### src/rtl/addr_req_ack_pkg.sv
// Shared types and helpers for the multi-channel address-matched REQ/ACK acceptor.
// Latency: none (declarations only).
// Backpressure: none (declarations only).
package addr_req_ack_pkg;

  // Handshake FSM states.
  typedef enum logic [1:0] {
    IDLE = 2'd0,
    WAIT = 2'd1,
    ACK  = 2'd2
  } state_t;

  // Width of a channel index. A single channel still needs one bit.
  function automatic int id_width(input int n);
    return (n > 1) ? $clog2(n) : 1;
  endfunction

endpackage

### src/rtl/addr_req_ack_arb_rr_arbiter.sv
// Round-robin pick: first eligible channel scanning upward from rr_ptr+1 with wrap.
// Latency: purely combinational.
// Backpressure: none; any_valid is low when nothing is eligible.
module rr_arbiter
  import addr_req_ack_pkg::*;
#(
  parameter int NUM_CH = 4,
  localparam int ID_W = id_width(NUM_CH)
) (
  input  logic [NUM_CH-1:0] eligible,
  input  logic [ID_W-1:0]   rr_ptr,
  output logic [ID_W-1:0]   grant_id,
  output logic              any_valid
);

  localparam logic [NUM_CH-1:0] ONE = NUM_CH'(1);

  // Walk offsets 1..NUM_CH from the pointer; the last-granted channel is checked last.
  always_comb begin
    int idx;
    idx       = 0;
    grant_id  = '0;
    any_valid = 1'b0;
    for (int k = 1; k <= NUM_CH; k++) begin
      idx = int'(rr_ptr) + k;
      if (idx >= NUM_CH) idx = idx - NUM_CH;
      if (!any_valid && ((eligible & (ONE << idx)) != '0)) begin
        any_valid = 1'b1;
        grant_id  = ID_W'(idx);
      end
    end
  end

endmodule

### src/rtl/addr_req_ack_arb.sv
// Multi-channel address-matched REQ/ACK acceptor with round-robin grant, hold timeout and miss report.
// Latency: ACK_OUT rises ACK_LAT edges after the accepting edge; release one edge after REQ drops.
// Backpressure: one grant at a time; other matching requesters wait; a timed-out channel is blocked until it drops REQ.
module addr_req_ack_arb
  import addr_req_ack_pkg::*;
#(
  parameter int NUM_CH  = 4,
  parameter int ADDR_W  = 2,
  parameter int ACK_LAT = 2,
  parameter int TIMEOUT = 15,
  localparam int ID_W = id_width(NUM_CH)
) (
  input  logic                     CLK_IN,
  input  logic                     RST_N_IN,
  input  logic [ADDR_W-1:0]        MY_ADDR_IN,
  input  logic [NUM_CH-1:0]        REQ_IN,
  input  logic [NUM_CH*ADDR_W-1:0] ADDR_IN,
  input  logic                     ERR_CLR_IN,
  output logic [NUM_CH-1:0]        ACK_OUT,
  output logic                     GRANT_VALID_OUT,
  output logic [ID_W-1:0]          GRANT_ID_OUT,
  output logic [NUM_CH-1:0]        MISS_OUT,
  output logic                     ERR_OUT
);

  localparam int CNT_W  = $clog2(ACK_LAT + 1);
  localparam int TCNT_W = $clog2(TIMEOUT + 1);
  localparam logic [NUM_CH-1:0] ONE = NUM_CH'(1);

  state_t              state;
  logic [ID_W-1:0]     grant_q;
  logic [ID_W-1:0]     rr_q;
  logic [CNT_W-1:0]    cnt_q;
  logic [TCNT_W-1:0]   tcnt_q;
  logic [NUM_CH-1:0]   block_q;
  logic [NUM_CH-1:0]   ack_q;
  logic                gvld_q;
  logic [NUM_CH-1:0]   miss_q;
  logic                err_q;

  logic [NUM_CH-1:0]   addr_match;
  logic [NUM_CH-1:0]   eligible;
  logic [ID_W-1:0]     arb_id;
  logic                arb_vld;
  logic [NUM_CH-1:0]   grant_oh;
  logic                req_g;
  logic                timeout;

  // Per-channel address compare; blocked channels are masked out of arbitration.
  for (genvar i = 0; i < NUM_CH; i++) begin : g_match
    assign addr_match[i] = (ADDR_IN[i*ADDR_W +: ADDR_W] == MY_ADDR_IN);
    assign eligible[i]   = REQ_IN[i] & addr_match[i] & ~block_q[i];
  end

  assign grant_oh = ONE << grant_q;
  assign req_g    = |(REQ_IN & grant_oh);
  assign timeout  = (state == ACK) && req_g && (tcnt_q == TCNT_W'(TIMEOUT - 1));

  rr_arbiter #(.NUM_CH(NUM_CH)) u_rr (
    .eligible  (eligible),
    .rr_ptr    (rr_q),
    .grant_id  (arb_id),
    .any_valid (arb_vld)
  );

  // Handshake FSM: accept, count down latency, hold ACK until REQ drops or the hold times out.
  always_ff @(posedge CLK_IN or negedge RST_N_IN) begin
    if (!RST_N_IN) begin
      state   <= IDLE;
      grant_q <= '0;
      rr_q    <= ID_W'(NUM_CH - 1);
      cnt_q   <= '0;
      tcnt_q  <= '0;
      ack_q   <= '0;
      gvld_q  <= 1'b0;
    end else begin
      case (state)
        IDLE: begin
          if (arb_vld) begin
            grant_q <= arb_id;
            rr_q    <= arb_id;
            gvld_q  <= 1'b1;
            cnt_q   <= CNT_W'(ACK_LAT - 1);
            state   <= WAIT;
          end
        end
        WAIT: begin
          if (!req_g) begin
            gvld_q <= 1'b0;
            state  <= IDLE;
          end else if (cnt_q == '0) begin
            ack_q  <= grant_oh;
            tcnt_q <= '0;
            state  <= ACK;
          end else begin
            cnt_q <= cnt_q - CNT_W'(1);
          end
        end
        ACK: begin
          if (!req_g || timeout) begin
            ack_q  <= '0;
            gvld_q <= 1'b0;
            state  <= IDLE;
          end else begin
            tcnt_q <= tcnt_q + TCNT_W'(1);
          end
        end
        default: begin
          ack_q  <= '0;
          gvld_q <= 1'b0;
          state  <= IDLE;
        end
      endcase
    end
  end

  // Block mask: set on timeout, cleared by the channel dropping REQ; sticky error with timeout winning over clear.
  always_ff @(posedge CLK_IN or negedge RST_N_IN) begin
    if (!RST_N_IN) begin
      block_q <= '0;
      err_q   <= 1'b0;
    end else begin
      block_q <= (block_q & REQ_IN) | (timeout ? grant_oh : '0);
      err_q   <= timeout | (err_q & ~ERR_CLR_IN);
    end
  end

  // Miss report: requests for some other address, registered every cycle.
  always_ff @(posedge CLK_IN or negedge RST_N_IN) begin
    if (!RST_N_IN) begin
      miss_q <= '0;
    end else begin
      miss_q <= REQ_IN & ~addr_match;
    end
  end

  assign ACK_OUT         = ack_q;
  assign GRANT_VALID_OUT = gvld_q;
  assign GRANT_ID_OUT    = grant_q;
  assign MISS_OUT        = miss_q;
  assign ERR_OUT         = err_q;

endmodule

### config.mk
export PLATFORM = sky130hd
export DESIGN_NAME = addr_req_ack_arb
export DESIGN_NICKNAME = d
export VERILOG_FILES = /design/src/rtl/addr_req_ack_pkg.sv /design/src/rtl/addr_req_ack_arb_rr_arbiter.sv /design/src/rtl/addr_req_ack_arb.sv
export SDC_FILE = /design/constraint.sdc
export NUM_CORES = 1
export LEC_CHECK = 0
export ABC_AREA = 1
export CELL_PAD_IN_SITES_DETAIL_PLACEMENT = 1
export CELL_PAD_IN_SITES_GLOBAL_PLACEMENT = 1
export CORE_ASPECT_RATIO = 0.7
export CORE_MARGIN = 4
export CORE_UTILIZATION = 38
export DETAILED_ROUTE_END_ITERATION = 8
export PLACE_DENSITY_LB_ADDON = 0.3
export SYNTH_ARGS = -nofsm -noshare
export SYNTH_HDL_FRONTEND = slang
export SYNTH_HIERARCHICAL = 1
export SYNTH_SLANG_ARGS = --single-unit
### constraint.sdc
create_clock -name CLK_IN -period 2.45 [get_ports CLK_IN]
set_clock_uncertainty 0.2 [all_clocks]
set_input_delay 0.6125 -clock CLK_IN [delete_from_list [all_inputs] [get_ports CLK_IN]]
set_output_delay 0.6125 -clock CLK_IN [all_outputs]
set_load 0.01 [all_outputs]
==> impl_metrics.toml, run 1 <==
[finish]
final_area_sq_um = 2230
layout-area-overhead-vs-synth_pct = 36.7
diodes = 0
finalNonFillerCells = 304
final_nets = 277
drive_gt1_share_pct = 25.0

[global_route]
grt_usage_pct = 16.6
grt_first_pass_wirelength_um = 7250
grt-ovfl-total = 0
grt_pass1_vias = 1556
antenna_found_initial = 0
grt_max_degree = 27

[outcome]
outcome = "complete, no violations"

[sta]
min_period_over_period_pct = 97.7
setup_viol = 0
hold_viol = 0
relSlewSlack_pct = 75.4
hold_ws_ps = 287
fmax_ghz = 0.418
setup_tns_ps = 0
setup_ws_ps = 57.3
fin_crit_ps = 2390
slew_violations = 0
worst_pin_slew_ps = 368

[setup_path]
crit_path_end_kind = "register"
path_max_fanout = 4
critPathKind = "in2reg"
cp.arrival_ps = 2350
start_kind = "input port"
worstPathRequired_ps = 2400

[clock_tree]
cts_root_buffer = "clkbuf_8"
path_clk_slew_ps = 90
holdBufCountCts = 0
cts_buffer_depth = 2
cts_tree = "built"
h-tree-depth = 1
clock_latency_ps = 270
cts_made_buffers = 3
cts.sinks = 26

[die]
ios = 29
dieWidth_um = 86.3
fp.dieH_um = 62.8
die-area_sq_um = 5420
initial_core_util_pct = 40.5
core_area_sq_um = 4020
num_rows = 19

[drt]
drtPass1Iterations = 4
ant_nets = 0
drt_iter0_drc = 53
via_per_inst = 4.89
wl_per_cell_um = 14.5
drt-total-wl_um = 4410
drcViolationCount = 0
route.vias.total = 1488

[synthesis]
synth.area.top_cells = "dfrtp_1 37%, nand2_1 14%, nand3_1 7.4%"
synthCells = 210
synthDistinctLibCells = 23
avgSynthCellArea_sq_um = 7.76
synth_nets = 234
synthArstFlopShare_pct = 100
synth.yosys.seq_area_share_pct = 40.1
netlist.area_leader.share_pct = 36.9
yosys_warnings = 6
yosys.area.top_type = "dfrtp_1"
ys.flop_type = "dfrtp_1"
synth_edf_count = 0
ys_seq_elements = 26
syn-cell-area_sq_um = 1630

[pwr]
power_leakage_nw = 1.15
vdd_ir_drop_max_mv = 0.549
power_density_nw_per_um2 = 774

[placement]
portBuffers = 28
post-place-ws_ps = -500
placed_cells = 299
place_hpwl_um = 3200
gp_congestion = 0.796
placed_cell_area_sq_um = 2050

[min_path]
hp-class = "reg2reg"

[flow_run]
drv.max_cap_violation_count = 0
## synth_stat cells, types with 2 or more instances
| library cell | instances |
|---|---|
| xnor2_1 | 9 |
| nand3_1 | 24 |
| nor2_4 | 4 |
| inv_1 | 19 |
| clkbuf_1 | 2 |
| inv_2 | 3 |
| a21boi_0 | 3 |
| nand2_1 | 62 |
| nand2_4 | 6 |
| dfstp_2 | 2 |
| nor2_1 | 20 |
| a21oi_1 | 2 |
| dfrtp_1 | 24 |
| o21ai_0 | 10 |
| ha_1 | 7 |
| nand2_2 | 6 |
## worst max-delay path, cell delays in order
cell and delay, ps:
clkdlybuf4s50_1 420, xnor2_1 260, nand3_2 140, nor2_4 130
nand2_1 80, nand2_2 100, nor2_4 70, nand2_2 80
nor2_4 40, buf_4 120, nand3_1 60, nand2_1 80
nand2_2 90, o21ai_1 70
## cell families after synthesis
group | count (synthesis) | synth area share, %
AND/OR/NAND/NOR | 125 | 37.4
flip-flops | 26 | 40.1
buffers and inverters | 24 | 5.53
AO/OA/AOI/OAI | 18 | 6.22
XOR/XNOR | 10 | 5.38
adder cells (fa/ha/maj) | 7 | 5.38
## sequential cells by signal, indices dropped and copies added, names as in the netlist
signal	count
ACK_OUT	4
ERR_OUT	1
GRANT_ID_OUT	2
GRANT_VALID_OUT	1
MISS_OUT	4
block_q	4
cnt_q	2
rr_q	2
state	2
tcnt_q	4
## placed cells by master (no fill, tap or decap)
cell,n
o21ai_1,3
dfstp_2,2
a21boi_0,3
nand3_2,4
nand3_1,19
o22ai_1,1
nor2_4,7
nand2_4,7
nor2_1,16
a21oi_1,2
xnor2_2,5
nand2_1,55
clkbuf_8,3
nand3_4,2
a21boi_1,1
xnor2_1,4
clkbuf_1,1
nand2_2,12
o21ai_0,8
nor2_2,2
inv_1,17
dlymetal6s2s_1,7
dfrtp_1,24
buf_4,12
clkdlybuf4s50_1,19
xor2_1,1
nand3b_1,1
inv_2,5
clkbuf_2,2
ha_1,7
## through the flow
step | util [%] | power, mW
floorplan | - | 1.10
global placement | 51.0 | 1.37
detailed placement | 51.0 | 1.39
CTS | 52.4 | 1.67
global route | 55.4 | 1.87
finish | 55.4 | 1.72
## where the power goes
group | leakage (nW) | switching (mW) | total, mW | internal, mW
Combinational | 0.786 | 0.530 | 0.875 | 0.346
Sequential | 0.340 | 0.0755 | 0.595 | 0.519
Clock | 0.0228 | 0.136 | 0.252 | 0.116
Total | 1.15 | 0.741 | 1.72 | 0.982
## layer usage
layer  global-route usage (%)  vias to the layer above  wire, um
li1                         -                      744         -
met4                     2.33                        0        18
met5                        0                        -         0
met1                     24.8                      719      2190
met2                     25.0                       23      2060
met3                     3.56                        2       144
## worst paths after layout
check | startpoint | to | slack, ps | cells past startpoint
worst min register to register | ACK_OUT[3]$_DFFE_PN0P_ | ACK_OUT[3]$_DFFE_PN0P_ | 290 | 2
worst max-delay path | ADDR_IN[4] | GRANT_ID_OUT[0]$_DFFE_PN0P_ | 60 | 14
worst max register to register | rr_q[0]$_DFFE_PN1P_ | GRANT_ID_OUT[0]$_DFFE_PN0P_ | 170 | 12
max in group asynchronous | RST_N_IN | rr_q[1]$_DFFE_PN1P_ | 1240 | 2
min in group asynchronous | RST_N_IN | tcnt_q[3]$_DFFE_PN0P_ | 510 | 2
worst min-delay path | ACK_OUT[3]$_DFFE_PN0P_ | ACK_OUT[3]$_DFFE_PN0P_ | 290 | 2
## timing repair
item | in CTS | in global routing
endpoints found under the hold margin | 0 | 0
endpoints found under the setup margin | 8 | 7
pin swaps | 1 | 16
setup buffers | 0 | 2
gates resized for setup | 6 | 37
## cell type report
type,count,area [sq um]
fillers,490,1790
inverters,22,82.6
multi-input cells,160,1000
repair buffers,40,378
well taps,52,65.1
flip-flops and latches,26,653
clock buffers,4,45.0
(Power assumes the default switching activity.)
==> run 2, diff against run 1 <==
ABC_CLOCK_PERIOD_IN_PS = 2450   (was default)
==> results of run 2 <==
Same layout as run 1: the final DEF is identical, and so are final timing and power.
